==> config.mk <==
export PLATFORM = sky130hd
export DESIGN_NAME = z80_mmu_loader_flat
export DESIGN_NICKNAME = d
export VERILOG_FILES = /design/src/rtl/z80_mmu_loader_if.sv /design/src/rtl/z80_mmu_loader.sv /design/src/flat_wrapper.sv
export SDC_FILE = /design/constraint.sdc
export NUM_CORES = 1
export LEC_CHECK = 0
export BUFFER_PORTS_ARGS = -buffer_cell sky130_fd_sc_hd__buf_2
export CORE_MARGIN = 1
export CORE_UTILIZATION = 24
export CTS_BUF_LIST = sky130_fd_sc_hd__clkbuf_16
export DETAILED_ROUTE_END_ITERATION = 7
export PLACE_DENSITY = 0.39
export SYNTH_ARGS = -nofsm -noshare
export SYNTH_HDL_FRONTEND = slang
export SYNTH_SLANG_ARGS = --single-unit
==> constraint.sdc <==
create_clock -name i_clk -period 2.85 [get_ports i_clk]
set_input_delay 0.7125 -clock i_clk [delete_from_list [all_inputs] [get_ports i_clk]]
set_output_delay 0.7125 -clock i_clk [all_outputs]
set_load 0.005 [all_outputs]
==> src/rtl/z80_mmu_loader_if.sv <==
`default_nettype none
`timescale 1ns/1ps
// ============================================================================
// Module   : z80_mmu_loader_if
// Brief    : MMU register-port bus between the loader (master) and the MMU.
// Revision : 1.0
// ============================================================================
interface z80_mmu_loader_if;
    logic       cs_n;
    logic       wr_n;
    logic [1:0] addr;
    logic [7:0] wdata;
    logic [7:0] rdata;

    modport master (output cs_n, output wr_n, output addr, output wdata, input rdata);
    modport slave  (input cs_n, input wr_n, input addr, input wdata, output rdata);
endinterface
`default_nettype wire

==> src/rtl/z80_mmu_loader.sv <==
`default_nettype none
`timescale 1ns/1ps
// ============================================================================
// Module   : z80_mmu_loader
// Brief    : Writes a 32-bit map into the four MMU page slots, optional read-back.
// Revision : 1.0
// ============================================================================
module z80_mmu_loader #(
    parameter int STROBE_CYCLES = 1,
    parameter bit VERIFY        = 1'b1
) (
    input  wire logic        i_clk,
    input  wire logic        i_reset,
    input  wire logic        i_start,
    input  wire logic [31:0] i_map,
    output logic             o_busy,
    output logic             o_done,
    output logic             o_error,
    z80_mmu_loader_if.master mmu
);

    typedef enum logic [2:0] {
        S_IDLE   = 3'd0,
        S_SETUP  = 3'd1,
        S_STROBE = 3'd2,
        S_HOLD   = 3'd3,
        S_VCHK   = 3'd4,
        S_FINISH = 3'd5
    } state_t;

    localparam logic [3:0] STROBE_LAST = 4'(STROBE_CYCLES - 1);

    state_t          state_q, state_d;
    logic [3:0][7:0] map_q, map_d;
    logic [1:0]      k_q, k_d;
    logic [3:0]      cnt_q, cnt_d;
    logic            busy_q, busy_d;
    logic            done_q, done_d;
    logic            error_q, error_d;
    logic            cs_n_q, cs_n_d;
    logic            wr_n_q, wr_n_d;
    logic [1:0]      addr_q, addr_d;
    logic [7:0]      data_q, data_d;
    logic            bus_active;

    always_comb begin
        state_d = state_q;
        map_d   = map_q;
        k_d     = k_q;
        cnt_d   = cnt_q;
        error_d = error_q;

        case (state_q)
            S_IDLE: begin
                if (i_start) begin
                    map_d   = i_map;
                    error_d = 1'b0;
                    k_d     = 2'd0;
                    state_d = S_SETUP;
                end
            end
            S_SETUP: begin
                cnt_d   = STROBE_LAST;
                state_d = S_STROBE;
            end
            S_STROBE: begin
                if (cnt_q == 4'd0) begin
                    state_d = S_HOLD;
                end else begin
                    cnt_d = cnt_q - 4'd1;
                end
            end
            S_HOLD: begin
                if (k_q != 2'd3) begin
                    k_d     = k_q + 2'd1;
                    state_d = S_SETUP;
                end else if (VERIFY) begin
                    k_d     = 2'd0;
                    state_d = S_VCHK;
                end else begin
                    state_d = S_FINISH;
                end
            end
            S_VCHK: begin
                // mmu.rdata reflects addr_q, which tracks k_q in this state
                if (mmu.rdata != map_q[k_q]) begin
                    error_d = 1'b1;
                end
                if (k_q == 2'd3) begin
                    state_d = S_FINISH;
                end else begin
                    k_d = k_q + 2'd1;
                end
            end
            S_FINISH: state_d = S_IDLE;
            default:  state_d = S_IDLE;
        endcase

        // Outputs are registered, so they are decoded from the next state
        bus_active = (state_d == S_SETUP) || (state_d == S_STROBE) || (state_d == S_HOLD);
        busy_d     = (state_d != S_IDLE) && (state_d != S_FINISH);
        done_d     = (state_d == S_FINISH);
        cs_n_d     = !bus_active;
        wr_n_d     = (state_d != S_STROBE);
        addr_d     = busy_d ? k_d : 2'd0;
        data_d     = bus_active ? map_d[k_d] : 8'd0;
    end

    always_ff @(posedge i_clk or posedge i_reset) begin
        if (i_reset) begin
            state_q <= S_IDLE;
            map_q   <= '0;
            k_q     <= 2'd0;
            cnt_q   <= 4'd0;
            busy_q  <= 1'b0;
            done_q  <= 1'b0;
            error_q <= 1'b0;
            cs_n_q  <= 1'b1;
            wr_n_q  <= 1'b1;
            addr_q  <= 2'd0;
            data_q  <= 8'd0;
        end else begin
            state_q <= state_d;
            map_q   <= map_d;
            k_q     <= k_d;
            cnt_q   <= cnt_d;
            busy_q  <= busy_d;
            done_q  <= done_d;
            error_q <= error_d;
            cs_n_q  <= cs_n_d;
            wr_n_q  <= wr_n_d;
            addr_q  <= addr_d;
            data_q  <= data_d;
        end
    end

    assign o_busy    = busy_q;
    assign o_done    = done_q;
    assign o_error   = error_q;
    assign mmu.cs_n  = cs_n_q;
    assign mmu.wr_n  = wr_n_q;
    assign mmu.addr  = addr_q;
    assign mmu.wdata = data_q;

endmodule
`default_nettype wire

==> src/flat_wrapper.sv <==
// flat-port wrapper written by rule: the top's interface ports become plain ports
module z80_mmu_loader_flat 
#(
    parameter int STROBE_CYCLES = 1,
    parameter bit VERIFY        = 1'b1
)
  (i_clk, i_reset, i_start, i_map, o_busy, o_done, o_error, mmu_cs_n, mmu_wr_n, mmu_addr, mmu_wdata, mmu_rdata);
  z80_mmu_loader_if mmu_i ();
  input  wire logic i_clk;
  input  wire logic i_reset;
  input  wire logic i_start;
  input  wire logic [31:0] i_map;
  output logic o_busy;
  output logic o_done;
  output logic o_error;
  output wire logic [$bits(mmu_i.cs_n)-1:0] mmu_cs_n;
  output wire logic [$bits(mmu_i.wr_n)-1:0] mmu_wr_n;
  output wire logic [$bits(mmu_i.addr)-1:0] mmu_addr;
  output wire logic [$bits(mmu_i.wdata)-1:0] mmu_wdata;
  input wire logic [$bits(mmu_i.rdata)-1:0] mmu_rdata;
  assign mmu_cs_n = mmu_i.cs_n;
  assign mmu_wr_n = mmu_i.wr_n;
  assign mmu_addr = mmu_i.addr;
  assign mmu_wdata = mmu_i.wdata;
  assign mmu_i.rdata = mmu_rdata;
  z80_mmu_loader #(.STROBE_CYCLES(STROBE_CYCLES), .VERIFY(VERIFY)) u_core (.i_clk(i_clk), .i_reset(i_reset), .i_start(i_start), .i_map(i_map), .o_busy(o_busy), .o_done(o_done), .o_error(o_error), .mmu(mmu_i));
endmodule
==> results.yml <==
sta:
  finalSetupViolCount: 0
  finalCritPeriodShare: 0.779
  slew_headroom: 0.654
  clock_skew_ns: 0.00701
  fin_ws_ns: 0.631
  tns_ns: 0
  worst-slew-pin-transition_ns: 0.519
  clock.fmax_ghz: 0.451
  min_period_ns: 2.22
  drv_slew: 0
  finalHoldViolCount: 0
  rsz0062_at_grt: "false"
  hold_slack_ns: 0.345
setup_path:
  worst_setup_path_end_kind: "flip-flop"
  start_kind: "flip-flop"
  worstReg2RegEnd: "u_core.mmu.wdata[4]"
  rr_worst_depth: 6
  critPathMaxFanout: 17
  r2r_setup_slack_ns: 0.63
  cp.arrival_ns: 2.36
  worstPathRequired_ns: 2.99
  path_class: "reg2reg"
  r2r_start: "u_core.state_q[0]"
logic_synthesis:
  synthesis.area_mm2: 0.00288
  syn_nets: 279
  synth_edf_count: 0
  yosysSeqAreaShare: 0.487
  synth_cell_types: 40
  synth_ff_type: "dfrtp_1"
  synth_warnings: 0
  ys_async_sr_fraction: 1.00
  synth_seq_cells: 56
  postSynthAreaPerCell_um2: 12.5
  synth.top_cell.area_share: 0.469
  synth_top_area_cell: "dfrtp_1"
  netlist_instances: 231
  yosys-top-cells-area: "dfrtp_1 47%, mux2_2 12%, mux4_2 6.2%, a21o_1 4.4%, o211ai_1 3.9%"
drt:
  drt_iter0_drc: 64
  routedWlPerCell_um: 16.8
  drt.antenna.violating_nets: 0
  routed_wl_mm: 7.30
  dr.pass1.iters: 7
  viasPerCell: 4.52
  drc_errors: 3
  vias: 1968
grt:
  grt_max_degree: 48
  gr-total-overflow: 0
  antenna_found_initial: 0
  grtUsageTotal: 0.128
  grt_pass1_vias: 2241
  grt_pass1_wl_mm: 12.2
run_status:
  outcome: "finished, violations left"
  failed_checks: "design-rule violations"
cells_and_area:
  multi_input_area_mm2: 0.00135
  final-seq-area_mm2: 0.00140
  final_nets: 339
  antenna_cells: 0
  drive_gt1_frac: 0.432
  fillers: 1199
  area_growth_pct: 22.6
floorplanning:
  row_count: 39
  ioPinCount: 58
  core_area_mm2: 0.0116
  die_h_um: 112
  die_area_mm2: 0.0125
  die_x_um: 112
  start_util: 0.249
clock_tree:
  root_buffer: "clkbuf_16"
  postCtsSetupBuffers: 0
  post_cts_resize_count: 0
  path_clk_slew_ns: 0.07
  tritoncts: "done"
  cts_buffers: 5
  clk_path_buf_depth: 2
  clk_latency_ns: 0.29
  cts.sinks: 56
  cts.htree.levels: 2
  hold_buffers: 0
place:
  gp_congestion: 0.726
  pre_cts_slack_ns: 0.584
  dp_hpwl_mm: 5.36
  port_buffers: 57
power:
  irDropWorstVdd_uv: 385
  total_power_mw: 4.11
  power.density_mw_per_mm2: 1160
  power.static_leakage_nw: 1.52
job:
  maxCapViolations: 0
worst_hold_path:
  hold_class: "in2async"
## power breakdown
group          internal (mW)  total [mW]  switching, mW
combinational           1.02        2.01          0.987
sequential              1.17        1.41          0.238
clock                  0.415       0.699          0.284
## per-stage QoR
| step | util | cell area, µm² | std cells |
|---|---|---|---|
| 3_5_place_dp | 0.291 | 3370 | 427 |
| 4_1_cts | 0.306 | 3530 | 435 |
| 3_3_place_gp | 0.291 | 3370 | 427 |
| 2_1_floorplan | - | 2880 | 231 |
| 6_report | 0.306 | 3530 | 435 |
| 5_1_grt | 0.306 | 3530 | 435 |
## cell usage in the layout, fill, tap and decap left out, drive strengths merged, types with 2 or more instances in the layout
cell type | Yosys | final
inv | 10 | 12
o21ai | 8 | 8
a21oi | 14 | 14
nand3b | 2 | 2
ha | 5 | 5
buf | 12 | 68
o22ai | 2 | 2
a21o | 17 | 17
mux4 | 8 | 8
nand2 | 5 | 5
o211ai | 17 | 17
nor2 | 10 | 10
nand2b | 3 | 3
dfstp | 2 | 2
xnor2 | 8 | 8
mux2 | 32 | 32
o21a | 3 | 3
nand4 | 2 | 2
or3b | 2 | 2
dfrtp | 54 | 54
clkbuf | 3 | 5
## critical path, stage by stage (launching register included)
cell and delay [ns]:
dfrtp_1 0.67, nand3b_1 0.31, o32a_1 0.52, buf_4 0.23
a21o_1 0.15, o211ai_1 0.09, a21oi_1 0.11
## routing by layer
metal | track usage | share of wire | vias up
met1 | 0.182 | 0.49 | 952
met3 | 0.0234 | 0.038 | 4
met5 | 0 | 0 | -
li1 | - | - | 969
met4 | 0.0405 | 0.0082 | 0
met2 | 0.196 | 0.47 | 43
## kinds of logic (layout without fill, tap and decap cells)
group           Yosys count  count (layout)  share of synthesized area
flops                    56              56                      0.487
fa+ha+maj                 5               5                     0.0217
buf+inv                  25              86                     0.0438
simple gates             30              30                     0.0664
mux                      41              41                      0.191
xor+xnor                  8               8                     0.0243
compound gates           66              66                      0.166
## layout make-up
type                       count  area share
sequential                    56       0.397
multi-input combinational    150       0.383
timing repair buffer          68       0.111
tap                          143      0.0506
clock buffer                   5      0.0354
clock inverter                 3      0.0120
inverter                      10      0.0106
## cells in the mapped netlist (2+ instances only)
library cell and number:
mux4_2 8, buf_6 3, nand4_1 2, nand3b_1 2, xnor2_1 8, o21a_1 3, a21o_1 17, buf_2 8
a21oi_1 14, nor2_1 10, o211ai_1 15, nand2_1 4, dfrtp_1 54, inv_1 9, ha_1 5, o21ai_0 8
o22ai_1 2, nand2b_1 3, mux2_2 32, clkbuf_1 3, dfstp_2 2
## how the worst max path moves through the flow
stage / startpoint / slack (ns) / endpoint / cells past startpoint
3_5_place_dp: i_start / 0.58 / u_core.mmu.wdata[4] / 7
5_1_grt: u_core.state_q[0] / 0.49 / u_core.mmu.wdata[4] / 6
3_3_place_gp: i_start / 0.58 / u_core.mmu.wdata[4] / 7
6_report: u_core.state_q[0] / 0.63 / u_core.mmu.wdata[4] / 6
2_1_floorplan: i_reset / 0.77 / u_core.cnt_q[0] / 1
4_1_cts: u_core.state_q[0] / 0.62 / u_core.mmu.wdata[4] / 6
## sequential cells by signal, indices dropped and copies added (netlist names)
| name | count |
|---|---|
| u_core.mmu.wdata | 8 |
| u_core.cnt_q | 4 |
| u_core.o_done | 1 |
| u_core.k_q | 2 |
| u_core.map_q | 32 |
| u_core.mmu.cs_n | 1 |
| u_core.o_error | 1 |
| u_core.mmu.addr | 2 |
| u_core.state_q | 3 |
| u_core.o_busy | 1 |
| u_core.mmu.wr_n | 1 |
Note: power is estimated with default switching activity, not from simulation.
